==> src/rtl/wait_arbiter_pkg.sv <==
// Shared types and constants for the wait arbiter: FSM state encoding,
// minimum wait length and default sizing.
package wait_arbiter_pkg;

  typedef enum logic [1:0] {
    ST_IDLE  = 2'd0,
    ST_GRANT = 2'd1,
    ST_RUN   = 2'd2,
    ST_DONE  = 2'd3
  } state_t;

  localparam int MIN_T     = 4;
  localparam int DEF_N_REQ = 4;
  localparam int DEF_CNT_W = 16;

endpackage

==> src/rtl/wait_arbiter_timer.sv <==
// Shared wait counter: latches the terminal count on clr, counts up to it
// and decodes the quarter-mark phase pattern.
module wait_timer
  import wait_arbiter_pkg::*;
#(
  parameter int CNT_W = DEF_CNT_W
) (
  input  logic             clk,
  input  logic             rst,
  input  logic             clr,
  input  logic             en,
  input  logic [CNT_W-1:0] T,
  output logic [CNT_W-1:0] cnt,
  output logic             phase,
  output logic             hit
);

  logic [CNT_W-1:0] r_cnt;
  logic [CNT_W-1:0] r_t;
  logic [CNT_W-1:0] w_q1;
  logic [CNT_W-1:0] w_q2;
  logic [CNT_W-1:0] w_q3;

  always_ff @(posedge clk or posedge rst) begin
    if (rst) begin
      r_cnt <= '0;
      r_t   <= CNT_W'(MIN_T);
    end else if (clr) begin
      r_cnt <= '0;
      r_t   <= T;
    end else if (en && (r_cnt != r_t)) begin
      r_cnt <= r_cnt + 1'b1;
    end
  end

  // q1 + q2 never exceeds 3/4 of T, so the sum fits in CNT_W bits
  assign w_q1  = r_t >> 2;
  assign w_q2  = r_t >> 1;
  assign w_q3  = w_q1 + w_q2;

  assign cnt   = r_cnt;
  assign hit   = (r_cnt == r_t);
  assign phase = ((r_cnt >= w_q1) && (r_cnt < w_q2)) ||
                 ((r_cnt >= w_q3) && (r_cnt < r_t));

endmodule

==> src/rtl/wait_arbiter.sv <==
// Round-robin arbiter granting a single shared wait timer to N_REQ
// requesters; aborts when the granted request is withdrawn.
module wait_arbiter
  import wait_arbiter_pkg::*;
#(
  parameter int N_REQ = DEF_N_REQ,
  parameter int CNT_W = DEF_CNT_W
) (
  input  logic             clk,
  input  logic             rst,
  input  logic [N_REQ-1:0] req,
  input  logic [CNT_W-1:0] term,
  output logic [N_REQ-1:0] gnt,
  output logic             busy,
  output logic             phase,
  output logic [N_REQ-1:0] done,
  output logic [CNT_W-1:0] cnt
);

  localparam int IDX_W = (N_REQ > 1) ? $clog2(N_REQ) : 1;

  state_t           r_state;
  state_t           w_state_next;
  logic [IDX_W-1:0] r_win;
  logic [IDX_W-1:0] w_win_next;
  logic [IDX_W-1:0] r_ptr;
  logic [IDX_W-1:0] w_ptr_next;
  logic [IDX_W-1:0] w_pick;
  logic             w_found;
  logic             w_clr;
  logic             w_en;
  logic             w_hit;
  logic             w_timer_phase;
  logic [CNT_W-1:0] w_term_clamped;
  logic [N_REQ-1:0] w_win_onehot;

  // Search starts one past the last served index so every holder gets a turn
  always_comb begin
    w_found = 1'b0;
    w_pick  = '0;
    for (int i = 1; i <= N_REQ; i++) begin
      if (!w_found && req[(int'(r_ptr) + i) % N_REQ]) begin
        w_found = 1'b1;
        w_pick  = IDX_W'((int'(r_ptr) + i) % N_REQ);
      end
    end
  end

  for (genvar gi = 0; gi < N_REQ; gi++) begin : g_onehot
    assign w_win_onehot[gi] = (r_win == IDX_W'(gi));
  end

  assign w_term_clamped = (term < CNT_W'(MIN_T)) ? CNT_W'(MIN_T) : term;

  always_ff @(posedge clk or posedge rst) begin
    if (rst) begin
      r_state <= ST_IDLE;
      r_win   <= '0;
      r_ptr   <= IDX_W'(N_REQ - 1);
    end else begin
      r_state <= w_state_next;
      r_win   <= w_win_next;
      r_ptr   <= w_ptr_next;
    end
  end

  always_comb begin
    w_state_next = r_state;
    w_win_next   = r_win;
    w_ptr_next   = r_ptr;
    w_clr        = 1'b0;
    w_en         = 1'b0;
    case (r_state)
      ST_IDLE: begin
        if (w_found) begin
          w_state_next = ST_GRANT;
          w_win_next   = w_pick;
        end
      end
      ST_GRANT: begin
        if (!req[r_win]) begin
          w_state_next = ST_IDLE;
          w_ptr_next   = r_win;
        end else begin
          w_clr        = 1'b1;
          w_state_next = ST_RUN;
        end
      end
      ST_RUN: begin
        if (!req[r_win]) begin
          w_state_next = ST_IDLE;
          w_ptr_next   = r_win;
        end else if (w_hit) begin
          w_state_next = ST_DONE;
        end else begin
          w_en = 1'b1;
        end
      end
      ST_DONE: begin
        w_state_next = ST_IDLE;
        w_ptr_next   = r_win;
      end
      default: w_state_next = ST_IDLE;
    endcase
  end

  wait_timer #(.CNT_W(CNT_W)) u_timer (
    .clk   (clk),
    .rst   (rst),
    .clr   (w_clr),
    .en    (w_en),
    .T     (w_term_clamped),
    .cnt   (cnt),
    .phase (w_timer_phase),
    .hit   (w_hit)
  );

  assign busy  = (r_state != ST_IDLE);
  assign gnt   = busy ? w_win_onehot : '0;
  assign done  = (r_state == ST_DONE) ? w_win_onehot : '0;
  assign phase = w_timer_phase && (r_state == ST_RUN);

endmodule
==> config.mk <==
export PLATFORM = sky130hd
export DESIGN_NAME = wait_arbiter
export DESIGN_NICKNAME = d
export VERILOG_FILES = /design/src/rtl/wait_arbiter_pkg.sv /design/src/rtl/wait_arbiter_timer.sv /design/src/rtl/wait_arbiter.sv
export SDC_FILE = /design/constraint.sdc
export NUM_CORES = 1
export LEC_CHECK = 0
export ABC_AREA = 1
export BUFFER_PORTS_ARGS = -buffer_cell sky130_fd_sc_hd__buf_4
export CORE_ASPECT_RATIO = 0.75
export CORE_MARGIN = 2
export CORE_UTILIZATION = 55
export CTS_CLUSTER_SIZE = 25
export DETAILED_ROUTE_END_ITERATION = 10
export GPL_TIMING_DRIVEN = 0
export PLACE_DENSITY = 0.84
export SYNTH_ARGS = -nofsm -noshare
export SYNTH_HDL_FRONTEND = slang
export SYNTH_SLANG_ARGS = --single-unit
==> constraint.sdc <==
create_clock -name clk -period 4.4 [get_ports clk]
set_clock_uncertainty 0.05 [all_clocks]
set_input_delay 0.88 -clock clk [delete_from_list [all_inputs] [get_ports clk]]
set_output_delay 0.88 -clock clk [all_outputs]
set_load 0.02 [all_outputs]
Word level (Yosys, flattened, before mapping):

Index checks and enable logic that the tools add are counted.

* register bits: 38
* input port bits: 22
* output and inout port bits: 26
* logic and storage cells: 99

* $add $sub $neg: 6
* magnitude comparators: 10
* eq/ne operators: 11
* multiplexer cells: 39
* bitwise logic cells: 4
* reductions and logical operators: 24

Operator list (count)
* 2-to-1 mux 16 bit: 3
* 2-to-1 mux 1 bit: 18
* 2-to-1 mux 2 bit: 9
* adder 14 x 15 -> 16 bit: 1
* adder 16 x 1 -> 16 bit (second input constant): 1
* == test 16 bit: 1
* greater-or-equal comparator 16 x 14 -> 1 bit: 1
* greater-or-equal comparator 16 bit: 1
* less-than comparator 16 x 15 -> 1 bit: 1
* less-than comparator 16 bit: 1
* less-than comparator 16 x 3 -> 1 bit (second input constant): 1
* less-than comparator 3 x 4 -> 1 bit (second input constant): 4
* inequality test 16 bit: 1
* binary-select mux 1 bit (select 2 bit): 5
* OR reduction 2 bit: 5
* == test 2 bit (second input constant): 4
* 2-to-1 mux 4 bit: 2
* case mux 2 bit (4 select lines): 1
* logical AND 1 bit: 7
* AND reduction 2 bit: 3
* nonzero test 2 bit: 3
* adder 2 x 1 -> 2 bit (second input constant): 2
* adder 2 bit (second input constant): 2
* bitwise AND 1 bit (first input constant): 4
* 8 further kinds: 13

Logic depth before layout (Yosys ltp):

* word-level depth: 18
* depth in mapped cells: 18
* mapped depth without buffers: 18

Modules after synthesis:

A second synthesis with hierarchy kept.

* cell total of the unflattened synthesis: 689
* area total of the unflattened synthesis: 4652.0 µm²

Modules (own cells, without submodules)
* wait_timer: times used 1, cells an instance 542, area an instance 3779.9 µm², seq. area each 802.0 µm²
* wait_arbiter: times used 1, cells an instance 147, area an instance 872.1 µm², seq. area each 152.6 µm²

Least setup slack after synthesis:

OpenSTA, ideal clock, no wires.

* kind: reg2out
* from: reg u_timer.r_t[3]
* to: out phase
* arrival time: 2.669 ns
* required time: 3.470 ns
* slack: 0.801 ns
* cell stages (with the launch flop): 16
* buffers on the path: 0
* cells stage by stage: dfrtp_1 ha_1 a21oi_1 nand2_1 a21oi_1 inv_1 nand2_1 nand2_1 xor2_1 ha_1 nand2_1 nor3_1 nand3_1 nand3_1 nand2_1 a21oi_1

* longest elaborated chain between the ends: 5
* elaborated cells on any way between the ends: 9
* classes of those cells: 1 x add/sub; 4 x order compare; 4 x reduce/logical

Ends and longest elaborated chain
* from (decl): line wait_arbiter_timer.sv:19 `logic [CNT_W-1:0] r_t;`
* from (signal assigned): line wait_arbiter_timer.sv:27 `r_t <= CNT_W'(MIN_T);`
* adder 14 x 15 -> 16 bit: line wait_arbiter_timer.sv:39 `assign w_q3 = w_q1 + w_q2;`
* greater-or-equal comparator 16 bit: line wait_arbiter_timer.sv:44 `((r_cnt >= w_q3) && (r_cnt < r_t));`
* logical AND 1 bit: line wait_arbiter_timer.sv:44
* logical OR 1 bit *: line wait_arbiter_timer.sv:43 `assign phase = ((r_cnt >= w_q1) && (r_cnt < w_q2)) ||`
* logical AND 1 bit *: line wait_arbiter.sv:121 `assign phase = w_timer_phase && (r_state == ST_RUN);`
* to (decl): line wait_arbiter.sv:15 `output logic phase,`

Every way passes the cells marked *; elsewhere a longest branch is shown, timed or not.

Worst setup path after layout:

* from: reg u_timer.r_t[2]
* to: out phase

Same word-level chain as after synthesis.

==> impl_metrics.toml <==
[status]
status = "completed"

[power]
leakage_nw = 2.78
vdd.ir_drop.worst_uv = 414
internal-power_w = 0.00176
power.total_w = 0.00396
pwr-share-comb_pct = 74.1
powerDensity_nw_per_um2 = 797
p_sw_w = 0.00220
switching_share_pct = 55.5
p_clk_share_pct = 6.7
p_seq_share_pct = 19.2

[critical_path]
path_cells = "ha_1, nand3_1, nand2_1, a21oi_4, inv_1, nand2_1, nand2_1, xor2_1, ha_1, nand2_1, nor3_2, nand3_1, nand3_1, nand2_1, a21oi_1, buf_4"
crit_fanout = 6
criticalPathCategory = "flip-flop to output port"
cp-end-kind = "output port"
worst-path-buf-inv = 2
required_ps = 3470
crit_family = "simple AND/OR/NAND/NOR gates"
cp.arrival_ps = 3300
crit_slowest_cell = "dfstp_2"
max_stage_delay_ps = 610
cp-start-kind = "flip-flop"
crit_top_cell = "nand2_1"

[hold_path]
hp-class = "flip-flop to flip-flop"

[clock_network]
tritoncts = "built"
cts_buffer_depth = 2
post_cts_buffers = 0
path_clk_slew_ps = 80
clk_latency_ps = 310
numCtsBuffers = 5
cts_sinks = 38
htree_levels = 2
clockRootBuffer = "clkbuf_8"
cts_resized = 1
cts_hold_buffers = 0

[yosys]
yosysTopAreaCellShare_pct = 23.5
synth_flop_cell = "dfrtp_1"
synthTopCellsByArea = "ha_1 24%, dfrtp_1 20%, nand2_1 15%"
syn_area_um2 = 4360
ys_top_cells_by_count = "173 x nand2_1, 82 x ha_1, 73 x inv_1"
avgSynthCellArea_um2 = 7.04
synth-edff-count = 0
yosysUniqueCellTypes = 35
synth_seq_cells = 38
synth_fp_nets = 724
ys_seq_area_share_pct = 21.9
synth_cells = 619
yosysMostFrequentCell = "nand2_1"
synth_top_area_cell = "ha_1"
async_flop_share_pct = 100
yosys_warnings = 0

[drt]
vias_per_cell = 5.50
drt-wirelength-per-cell_um = 14.6
num_vias = 4283
drc_errors = 0
wirelength_um = 11400
final_antenna_net_count = 0
drt-pass1-iter-count = 5
drtIter0Drc = 281

[placement]
dpl_cell_area_um2 = 4840
io_buffer_count = 47
place_congestion = 0.879
dp_slack_ps = 343
dp_hpwl_um = 8950

[finish]
layout-drive-gt1-share_pct = 11.7
syn_to_final_growth_pct = 14.0
fin_util_pct = 63.9
layout.nets = 778
nFillCells = 684
final_cell_area_um2 = 4970
antenna_cells = 0

[floorplan]
fp.dieH_um = 81.1
pin_count = 48
initial_utilization_pct = 56.0
dieArea_um2 = 8660
die_w_um = 107
row_count = 28
core_um2 = 7780

[global_route]
grt_use_total_pct = 27.8
gr-total-overflow = 0
grt_pass1_wl_um = 18900
antenna_found_initial = 0
grt_pass1_vias = 4047
grt_max_degree = 39

[timing]
max_slew_margin_pct = 42.9
finalSetupTns_ps = 0
max_freq_mhz = 236
slew_viol_final = 0
timing_worst_slew_pin_value_ps = 855
fin_ws_ps = 165
hold_viol = 0
min_period_over_period_pct = 96.2
period_needed_ps = 4230
setup_viol = 0

[run]
maxCapViolCount = 0
-- worst paths after layout --
check,from,end,slack [ps],cells past startpoint
hold reg to reg,u_timer.r_t[0]$_DFFE_PP0P_,u_timer.r_t[0]$_DFFE_PP0P_,470,2
max in group asynchronous,rst,u_timer.cnt[14]$_DFFE_PP0P_,3060,2
setup / recovery,u_timer.r_t[2]$_DFFE_PP1P_,phase,170,16
hold / removal,u_timer.r_t[0]$_DFFE_PP0P_,u_timer.r_t[0]$_DFFE_PP0P_,470,2
setup reg to reg,u_timer.r_t[15]$_DFFE_PP0P_,u_timer.cnt[0]$_DFFE_PP0P_,2230,13
min in group asynchronous,rst,u_timer.r_t[1]$_DFFE_PP0P_,690,2
-- kinds of logic (layout without fill, tap and decap cells) --
logic type                 count (synthesis)  in the layout  synth area share, %
adders and majority gates                 83             83                 24.0
xor gates and xnor gates                  28             28                 5.63
DFF                                       38             38                 21.9
and+or+nand+nor                          300            300                 29.5
AOI/OAI and AO/OA                         87             87                 11.0
buffers and inverters                     83            138                 8.04
-- layout make-up --
cell class	instances	area [um2]	share of cell area (%)
multi-input combinational	498	3090	62.2
sequential	38	955	19.2
timing repair buffer	47	353	7.10
clock inverter	1	5.00	0.101
inverter	76	295	5.94
buffer	7	55.1	1.11
clock buffer	7	86.3	1.74
tap	105	131	2.64
-- state kept, by name, summed over array words and instances, names as in the netlist --
register,count
r_ptr,2
r_state,2
r_win,2
u_timer.cnt,16
u_timer.r_t,16
-- cells in the final DEF (no fill, tap or decap), types with 2 or more instances in the layout --
cell / Yosys / layout
a21o_1: 3 / 3
a21oi_1: 42 / 40
a31oi_1: 2 / 2
buf_2: 2 / 2
buf_4: 1 / 48
buf_6: 3 / 3
clkbuf_1: 1 / 2
clkbuf_8: 0 / 6
dfrtp_1: 35 / 35
dfstp_2: 3 / 3
ha_1: 82 / 81
inv_1: 73 / 72
inv_2: 1 / 2
inv_6: 2 / 2
nand2_1: 173 / 173
nand3_1: 41 / 41
nand3b_1: 3 / 3
nand4_1: 10 / 10
nor2_1: 56 / 56
nor2_2: 2 / 2
nor3_1: 6 / 5
nor4_1: 3 / 3
o21a_1: 4 / 4
o21ai_0: 23 / 23
o21ai_1: 6 / 6
o21bai_1: 6 / 6
xnor2_1: 6 / 6
xor2_1: 22 / 22
-- power groups by stage --
stage / clock network [W] / logic (W) / registers [W]
6_report: 0.000264 / 0.00293 / 0.000762
5_1_grt: 0.000289 / 0.00335 / 0.000784
4_1_cts: 0.000271 / 0.00286 / 0.000753
3_5_place_dp: 0 / 0.00283 / 0.000758
3_3_place_gp: 0 / 0.00267 / 0.000748
2_1_floorplan: 0 / 0.00211 / 0.000733
-- worst min-delay path, cell delays in order (launching register included) --
cell and delay (ps):
dfrtp_1 360, nand2_1 70, nand2_1 60
-- per-stage QoR --
stage / cells / hold WS [ps]
6_report: 779 / 467
3_3_place_gp: 771 / 421
5_1_grt: 779 / 496
4_1_cts: 779 / 462
3_5_place_dp: 771 / 442
2_1_floorplan: 619 / 403
-- metal layers --
layer | wire, um | up-vias | GRT usage (%)
met1 | 5390 | 1995 | 38.4
li1 | - | 2138 | -
met2 | 5150 | 138 | 45.6
met5 | 0 | - | 0
met4 | 113 | 0 | 6.49
met3 | 718 | 12 | 4.82
Note: power is estimated with default switching activity, not from simulation.
